**src/rtl/mskaes_rnd_pkg.sv**
```systemverilog
// Shared types and constants for the masked-AES randomness dispatcher.
package mskaes_rnd_pkg;

  // Width of the pop counter that schedules automatic reseeds
  localparam int unsigned CNT_W = 16;

  // Dispatcher control states
  typedef enum logic [1:0] {
    ST_RUN         = 2'd0,
    ST_RESEED_REQ  = 2'd1,
    ST_RESEED_WAIT = 2'd2
  } state_e;

endpackage

```
**src/rtl/mskaes_rnd_dispatch_fifo.sv**
```systemverilog
// First-word-fall-through FIFO for randomness words. The head word is
// zero-masked when empty so that stale storage never reaches the core.
module rnd_fifo #(
  parameter int RND_W = 240,
  parameter int DEPTH = 4
) (
  input  logic                       clk,
  input  logic                       nrst,
  input  logic                       push_i,
  input  logic [RND_W-1:0]           wdata_i,
  input  logic                       pop_i,
  output logic [RND_W-1:0]           rdata_o,
  output logic                       valid_o,
  output logic                       full_o,
  output logic [$clog2(DEPTH+1)-1:0] level_o
);

  localparam int AW = $clog2(DEPTH);
  localparam int LW = $clog2(DEPTH+1);

  logic [RND_W-1:0] mem_q [DEPTH];
  logic [AW-1:0]    wptr_q, wptr_d;
  logic [AW-1:0]    rptr_q, rptr_d;
  logic [LW-1:0]    level_q, level_d;
  logic             push_en;
  logic             pop_en;

  assign full_o  = (level_q == LW'(DEPTH));
  assign valid_o = (level_q != '0);

  // Internal guards make overflow and underflow impossible regardless of caller
  assign push_en = push_i & ~full_o;
  assign pop_en  = pop_i & valid_o;

  // Pointer and occupancy next-state; pointers wrap naturally (DEPTH is a power of two)
  always_comb begin
    wptr_d  = wptr_q;
    rptr_d  = rptr_q;
    level_d = level_q;
    if (push_en) wptr_d = wptr_q + AW'(1);
    if (pop_en)  rptr_d = rptr_q + AW'(1);
    case ({push_en, pop_en})
      2'b10:   level_d = level_q + LW'(1);
      2'b01:   level_d = level_q - LW'(1);
      default: level_d = level_q;
    endcase
  end

  // Storage write; contents are deliberately not reset
  always_ff @(posedge clk) begin
    if (push_en) mem_q[wptr_q] <= wdata_i;
  end

  // Pointer and occupancy registers
  always_ff @(posedge clk) begin
    if (!nrst) begin
      wptr_q  <= '0;
      rptr_q  <= '0;
      level_q <= '0;
    end else begin
      wptr_q  <= wptr_d;
      rptr_q  <= rptr_d;
      level_q <= level_d;
    end
  end

  assign rdata_o = valid_o ? mem_q[rptr_q] : '0;
  assign level_o = level_q;

endmodule

```
**src/rtl/mskaes_rnd_dispatch.sv**
```systemverilog
// Buffers PRNG words for the masked AES core and schedules PRNG reseeds,
// either on request or after a fixed number of consumed words.
module mskaes_rnd_dispatch
  import mskaes_rnd_pkg::*;
#(
  parameter int RND_W         = 240,
  parameter int DEPTH         = 4,
  parameter int RESEED_PERIOD = 1024
) (
  input  logic                       clk,
  input  logic                       nrst,
  input  logic [RND_W-1:0]           prng_rnd,
  input  logic                       prng_valid,
  output logic                       prng_ready,
  input  logic                       prng_busy,
  output logic                       prng_start_reseed,
  input  logic                       reseed_req,
  input  logic                       core_req,
  output logic [RND_W-1:0]           core_rnd,
  output logic                       core_rnd_valid,
  output logic                       starve,
  output logic [$clog2(DEPTH+1)-1:0] level
);

  localparam logic [CNT_W-1:0] PERIOD = CNT_W'(RESEED_PERIOD);

  state_e           state_q;
  logic             start_q;
  logic [CNT_W-1:0] cnt_q, cnt_d;
  logic             fifo_full;
  logic             push;
  logic             pop;
  logic             reseed_due;
  logic             enter_req;

  // Pushes are only accepted while running; buffered words stay poppable always
  assign prng_ready = ~fifo_full & (state_q == ST_RUN);
  assign push       = prng_valid & prng_ready;
  assign pop        = core_req & core_rnd_valid;
  assign starve     = core_req & ~core_rnd_valid;

  assign reseed_due = (RESEED_PERIOD != 0) && (cnt_q >= PERIOD);
  assign enter_req  = (state_q == ST_RUN) && (reseed_req || reseed_due);

  rnd_fifo #(
    .RND_W (RND_W),
    .DEPTH (DEPTH)
  ) u_fifo (
    .clk     (clk),
    .nrst    (nrst),
    .push_i  (push),
    .wdata_i (prng_rnd),
    .pop_i   (pop),
    .rdata_o (core_rnd),
    .valid_o (core_rnd_valid),
    .full_o  (fifo_full),
    .level_o (level)
  );

  // Pop counter next-state: cleared on reseed entry, saturating otherwise
  always_comb begin
    cnt_d = cnt_q;
    if (enter_req)                cnt_d = '0;
    else if (pop && cnt_q != '1)  cnt_d = cnt_q + CNT_W'(1);
  end

  // Pop counter register
  always_ff @(posedge clk) begin
    if (!nrst) cnt_q <= '0;
    else       cnt_q <= cnt_d;
  end

  // Reseed handshake FSM with a registered start strobe; reset never waits on busy
  always_ff @(posedge clk) begin
    if (!nrst) begin
      state_q <= ST_RUN;
      start_q <= 1'b0;
    end else begin
      case (state_q)
        ST_RUN: begin
          if (enter_req) begin
            state_q <= ST_RESEED_REQ;
            start_q <= 1'b1;
          end
        end
        ST_RESEED_REQ: begin
          if (prng_busy) begin
            state_q <= ST_RESEED_WAIT;
            start_q <= 1'b0;
          end
        end
        ST_RESEED_WAIT: begin
          if (!prng_busy) state_q <= ST_RUN;
        end
        default: begin
          state_q <= ST_RUN;
          start_q <= 1'b0;
        end
      endcase
    end
  end

  assign prng_start_reseed = start_q;

endmodule

```
**config.mk**
```make
export PLATFORM = sky130hd
export DESIGN_NAME = mskaes_rnd_dispatch
export DESIGN_NICKNAME = d
export VERILOG_FILES = /design/src/rtl/mskaes_rnd_pkg.sv /design/src/rtl/mskaes_rnd_dispatch_fifo.sv /design/src/rtl/mskaes_rnd_dispatch.sv
export SDC_FILE = /design/constraint.sdc
export NUM_CORES = 1
export LEC_CHECK = 0
export CAP_MARGIN = 20
export CORE_MARGIN = 2
export CORE_UTILIZATION = 55
export DETAILED_ROUTE_END_ITERATION = 6
export PLACE_DENSITY = 0.85
export SLEW_MARGIN = 20
export SYNTH_ARGS = -nofsm -noshare
export SYNTH_HDL_FRONTEND = slang
export SYNTH_HIERARCHICAL = 1
export SYNTH_SLANG_ARGS = --single-unit
```
**constraint.sdc**
```tcl
create_clock -name clk -period 8.2 [get_ports clk]
set_clock_uncertainty 0.2 [all_clocks]
set_input_delay 0.82 -clock clk [delete_from_list [all_inputs] [get_ports clk]]
set_output_delay 0.82 -clock clk [all_outputs]
set_load 0.02 [all_outputs]
```
# After elaboration in Yosys (flattened, before gate mapping)
# Memory sizes are Yosys's and may differ from the RTL's. A register that Yosys moved wholly into a read port is not among the register bits.
# Index checks and enable logic that the tools add are counted.
# W data, S select, Z words.
word_totals:
  reg_bits: 26
  ram_bits: 960
  inputBits: 246
  memories: 1
mem_list:
  columns: ["name", "depth", "width", "read_ports", "rd_ports_with_merged_regs", "wr", "line", "text"]
  rows:
  - ["u_fifo.mem_q", 4, 240, 1, 1, 1, "mskaes_rnd_dispatch_fifo.sv:21", "logic [RND_W-1:0] mem_q [DEPTH];"]
classes:
  n_addsub: 5
  order_cmp: 1
  n_eq_ne: 9
  n_mux: 13
  bitwise_logic: 10
  reduce_logical: 9
ops:
  columns: ["op", "n"]
  rows:
  - ["$mux W240", 1]
  - ["$add A16 B1 Y16 const B", 1]
  - ["$ge A16 B11 Y1 const B", 1]
  - ["$ne A16 B16 Y1 const B", 1]
  - ["$mux W2", 5]
  - ["$and A1 B1 Y1", 6]
  - ["$ne A2 B2 Y1 const B", 3]
  - ["$pmux W2 S3", 1]
  - ["$pmux W3 S2", 1]
  - ["$reduce_and A3 Y1", 2]
  - ["$add A2 B1 Y2 const B", 2]
  - ["$eq A2 B1 Y1 const B", 2]
  - ["$eq A2 B2 Y1 const B", 2]
  - ["$mux W1", 4]
  - ["$not A1 Y1", 4]
  - ["$add A3 B1 Y3 const B", 1]
  - ["$eq A3 B3 Y1 const B", 1]
  - ["$pmux W1 S3", 1]
  - ["$reduce_bool A3 Y1", 1]
  - ["$sub A3 B1 Y3 const B", 1]
  - ["$logic_and A1 B1 Y1", 2]
  - ["$logic_not A2 Y1", 1]
  - ["$reduce_bool A2 Y1", 1]
  - ["$reduce_or A2 Y1", 1]
  - ["$logic_or A1 B1 Y1", 1]

# Depth between registers and ports, before layout
depth:
  word_depth: 7
  depth_mapped: 12
  depth_no_buf: 11

# By module
# The synthesis kept the hierarchy.
by_module_without_submodules:
  columns: ["module", "instances", "cells_each", "area_each_um2", "seq_area_each_um2"]
  rows:
  - ["rnd_fifo", 1, 1574, 36726.5, 29007.8]
  - ["mskaes_rnd_dispatch", 1, 129, 1088.5, 380.4]

# Worst setup path before layout
# No wires, ideal clock.
synth_timing:
  path_type: "reg-to-reg"
  from: "register u_fifo.level_q[0] (netlist: u_fifo/level_o[0])"
  to: "memory u_fifo.mem_q[2][0], enable pin"
  arrival_ns: 7.147
  path_slack_ns: 0.222
  stages_incl_launch_ff: 7
  n_path_buf: 1
  period_less_slack_ns: 7.978
  path_cell_list: "dfxtp_1 > nor3b_1 > nor3_1 > and2_1 > nor2b_1 > clkbuf_1 > and2_1"
synth_between:
  elab_chain_cells: 7
synth_rtl:
  columns: ["item", "line", "text"]
  rows:
  - ["start, declared", "mskaes_rnd_dispatch_fifo.sv:24", "logic [LW-1:0] level_q, level_d;"]
  - ["start signal, assigned", "mskaes_rnd_dispatch_fifo.sv:63", "level_q <= level_d;"]
  - ["$eq A3 B3 Y1", "mskaes_rnd_dispatch_fifo.sv:28", "assign full_o = (level_q == LW'(DEPTH));"]
  - ["net fifo_full", "mskaes_rnd_dispatch.sv:30", "logic fifo_full;"]
  - ["$not A1 Y1", "mskaes_rnd_dispatch.sv:37", "assign prng_ready = ~fifo_full & (state_q == ST_RUN);"]
  - ["$and A1 B1 Y1", "mskaes_rnd_dispatch.sv:37", null]
  - ["net prng_ready", "mskaes_rnd_dispatch.sv:14", "output logic prng_ready,"]
  - ["$and A1 B1 Y1", "mskaes_rnd_dispatch.sv:38", "assign push = prng_valid & prng_ready;"]
  - ["net push", "mskaes_rnd_dispatch.sv:31", "logic push;"]
  - ["$and A1 B1 Y1", "mskaes_rnd_dispatch_fifo.sv:32", "assign push_en = push_i & ~full_o;"]
  - ["$mux W1", "mskaes_rnd_dispatch_fifo.sv:51", "if (push_en) mem_q[wptr_q] <= wdata_i;"]
  - ["$mux W1 (not written as such)", "mskaes_rnd_dispatch_fifo.sv:51", null]
  - ["end, declared", "mskaes_rnd_dispatch_fifo.sv:21", null]
# The timed path passes the listed nets, and every way through them passes these cells.

# Worst setup path after layout
layout_timing:
  from: "register u_fifo.level_q[0] (netlist: u_fifo/level_o[0])"
  to: "output port core_rnd[188]"
layout_between:
  elab_chain_cells: 2
layout_rtl:
  columns: ["item", "line", "text"]
  rows:
  - ["$reduce_bool A3 Y1", "mskaes_rnd_dispatch_fifo.sv:29", "assign valid_o = (level_q != '0);"]
  - ["$mux W240", "mskaes_rnd_dispatch_fifo.sv:67", "assign rdata_o = valid_o ? mem_q[rptr_q] : '0;"]
  - ["end, declared", "mskaes_rnd_dispatch.sv:19", "output logic [RND_W-1:0] core_rnd,"]
# No other way between the ends.

==> results_dict.tcl <==
set metrics [dict create \
    hold_start "prng_start_reseed" \
    grt_use_total 0.229 \
    crit_buf_inv 2 \
    fin_nets 2478 \
    gp_congestion 0.790 \
    cts_hold_buf 0 \
    die_area_sq_um 70900 \
    syn-cell-area_sq_um 37800 \
    r2r_end "u_fifo/mem_q[1][152]" \
    die_w_um 266 \
    cts_resized 0 \
    start_util 0.553 \
    area_growth_pct 23.4 \
    cts.clk_slew.worst_paths_ns 0.07 \
    drt-total-wl_um 81800 \
    crit_fanout 91 \
    setup_viol 0 \
    synth-main-ff-cell "edfxtp_1" \
    wl_per_cell_um 25.7 \
    rows 96 \
    critPathLaunchType "flop" \
    core_sq_um 68300 \
    clock_path_buffers 3 \
    grt_pass1_vias 19500 \
    use_met3 0.0800 \
    required_ns 7.18 \
    hold_end "prng_start_reseed" \
    slew_viol_final 0 \
    drt_pass1_iterations 5 \
    drt-initial-drc-count 1497 \
    vias 18500 \
    r2r_slack_ns 4.21 \
    hold_viol_final 0 \
    outcome "completed" \
    cp_slowest_stage_delay_ns 0.81 \
    grt_max_degree 146 \
    min_period_over_period 0.575 \
    synth-edff-count 960 \
    cp_data_arrival_time_ns 3.69 \
    worst_slew_pin_slew_ns 1.24 \
    use_met1 0.278 \
    top_usage_layer "met2" \
    clock_latency_ns 0.65 \
    grtUsageMet2 0.378 \
    port_buffers 492 \
    power_density_nw_per_um2 281 \
    period_minus_slack_ns 4.71 \
    hp-class "reg2reg" \
    fin_setup_tns_ns 0 \
    postSynthAreaPerCell_sq_um 22.2 \
    drc 0 \
    cap_violations 0 \
    cp_slowest_cell "or3_4" \
    synth-seq-cells 988 \
    cts_root_buffer "clkbuf_16" \
    grt_pass1_wl_um 121000 \
    r2r_start "u_fifo/level_o[0]" \
    numClockSinks 988 \
    yosysSeqAreaShare 0.777 \
    cp-end-kind "primary output" \
    cts_inserted_buffers 97 \
    post-dp-hpwl_um 47200 \
    fin_ws_ns 3.49 \
    rsz0062_at_grt "no" \
    viasPerCell 5.80 \
    worstHoldPathCells 2 \
    pre_cts_ws_ns 4.00 \
    cp_cell_sequence "or3_4 > buf_4 > and2_1 > clkdlybuf4s50_1" \
    critical_path_class "reg2out" \
    io_pins 493 \
    antenna_found_initial 25 \
    ir_worst_vdd_uv 235 \
    die-height_um 266 \
    synth_cell_types 46 \
    async_reset_ff_frac 0 \
    yosys_warnings 6 \
    synthCells 1703 \
    crit_family "buffers and inverters" \
    fmax_ghz 0.212 \
    antenna_left 0 \
    cts_tree "done" \
    grt_overflow_total 0 \
    postCtsSetupBuffers 0 \
    syn_nets 1957 \
    h-tree-depth 3 \
    leakage_nw 14.6 \
    reg2regPathDepth 6 \
    layout-drive-gt1-share 0.180 \
    slew_headroom 0.172 \
]
[per-stage QoR]
stage	area, sq um	hold slack [ns]	total power, mW	instances	utilization
after floorplan	37800	0.257	7.65	1703	-
after global placement	43500	0.263	8.88	3006	0.637
after detailed placement	43500	0.287	8.94	3006	0.637
after CTS	46600	0.293	13.2	3176	0.682
after global routing	46700	0.316	13.6	3186	0.683
final	46700	0.293	13.1	3189	0.683
[area by class of cell]
class / instances / area [sq um]
diodes: 12 / 30.0
clock buffers: 120 / 2560
clock inverters: 50 / 529
fillers: 3978 / 21700
inverters: 12 / 45.0
multi-input cells: 617 / 7860
flip-flops and latches: 988 / 29400
well taps: 882 / 1100
repair buffers: 508 / 5140
[cells in the final DEF, fill, tap and decap left out, drive strengths merged, types with 2 or more instances in the layout]
cell type and n:
edfxtp 960, clkdlybuf4s50 492, and2 249, mux4 240, clkbuf 120, clkinv 34, dfxtp 28, nand2 17
inv 17, buf 16, diode 12, a21oi 12, nand3 10, o21ai 7, nor2 7, mux2i 7
ha 7, bufinv 7, nand4 7, nor3 5, or3 5, nand3b 4, clkinvlp 4, a21boi 3
xor2 3, o41ai 3, nor4 3, and3 3, nor2b 2, and4 2, o311ai 2, a31oi 2
o31ai 2, xnor2 2, or4 2, or4b 2
[flip-flops by register name, summed over array words and instances (netlist names), named ones only]
register / count
prng_start_reseed: 1
u_fifo/mem_q: 960
state_q: 2
cnt_q: 16
u_fifo/rptr_q: 2
u_fifo/wptr_q: 2
u_fifo/level_o: 3
[cell usage after synthesis (all sizes together), types with 3 or more instances]
| master | number | area share |
|---|---|---|
| and2 | 249 | 0.041 |
| mux2i | 7 | 0.0019 |
| mux4 | 240 | 0.14 |
| nand3 | 10 | 0.0013 |
| ha | 7 | 0.0023 |
| nand4 | 7 | 0.0015 |
| nand2 | 17 | 0.0017 |
| dfxtp | 28 | 0.015 |
| o41ai | 3 | 0.00069 |
| a21boi | 3 | 0.00060 |
| nor3 | 5 | 0.00066 |
| edfxtp | 960 | 0.76 |
| xor2 | 3 | 0.00069 |
| nor4 | 3 | 0.00089 |
| buf | 50 | 0.011 |
| clkbuf | 36 | 0.0036 |
| o21ai | 7 | 0.00093 |
| nor2 | 7 | 0.00069 |
| nand3b | 4 | 0.00079 |
| inv | 12 | 0.0012 |
| a21oi | 12 | 0.0016 |
| and3 | 3 | 0.00053 |
| or3 | 5 | 0.00083 |
[logic make-up (layout without fill, tap and decap cells)]
| logic type | after synthesis | in the layout | synth area share |
|---|---|---|---|
| other | 0 | 12 | 0 |
| buffers and inverters | 98 | 690 | 0.0154 |
| AND/OR/NAND/NOR | 321 | 321 | 0.0526 |
| flip-flops | 988 | 988 | 0.777 |
| adder cells (fa/ha/maj) | 8 | 8 | 0.00285 |
| multiplexers | 247 | 247 | 0.145 |
| XOR/XNOR | 5 | 5 | 0.00116 |
| AO/OA/AOI/OAI | 36 | 36 | 0.00612 |
[worst max path at each step]
stage | slack (ns) | cells after the start | endpoint | startpoint
floorplan | 0.22 | 6 | u_fifo/mem_q[2][0] | u_fifo/level_o[0]
global placement | 4.08 | 5 | u_fifo/mem_q[0][155] | prng_valid
detailed placement | 4.00 | 5 | u_fifo/mem_q[0][148] | prng_valid
CTS | 3.43 | 4 | core_rnd[188] | u_fifo/level_o[0]
global route | 3.27 | 4 | core_rnd[154] | u_fifo/level_o[0]
finish | 3.49 | 4 | core_rnd[188] | u_fifo/level_o[0]
[metal layers]
layer	share of wire	wire length [um]
met1	0.36	29600
met2	0.51	41600
met3	0.092	7560
met4	0.035	2900
met5	0.0018	149
[report_power, final]
group	internal, mW	total, mW	leakage (nW)	switching, mW
logic	1.33	2.89	4.14	1.56
registers	5.87	5.96	8.99	0.0860
clock network	2.45	4.29	1.51	1.84
total	9.64	13.1	14.6	3.49
[worst reg2reg max path, cell delays in order, from the launching register on]
cell,delay [ns]
dfxtp_1,0.44
nor3b_1,0.12
nor3_1,0.22
and2_1,0.18
nor2b_1,0.59
and2_4,0.80
buf_12,0.56
Note: power is estimated with default switching activity, not from simulation.
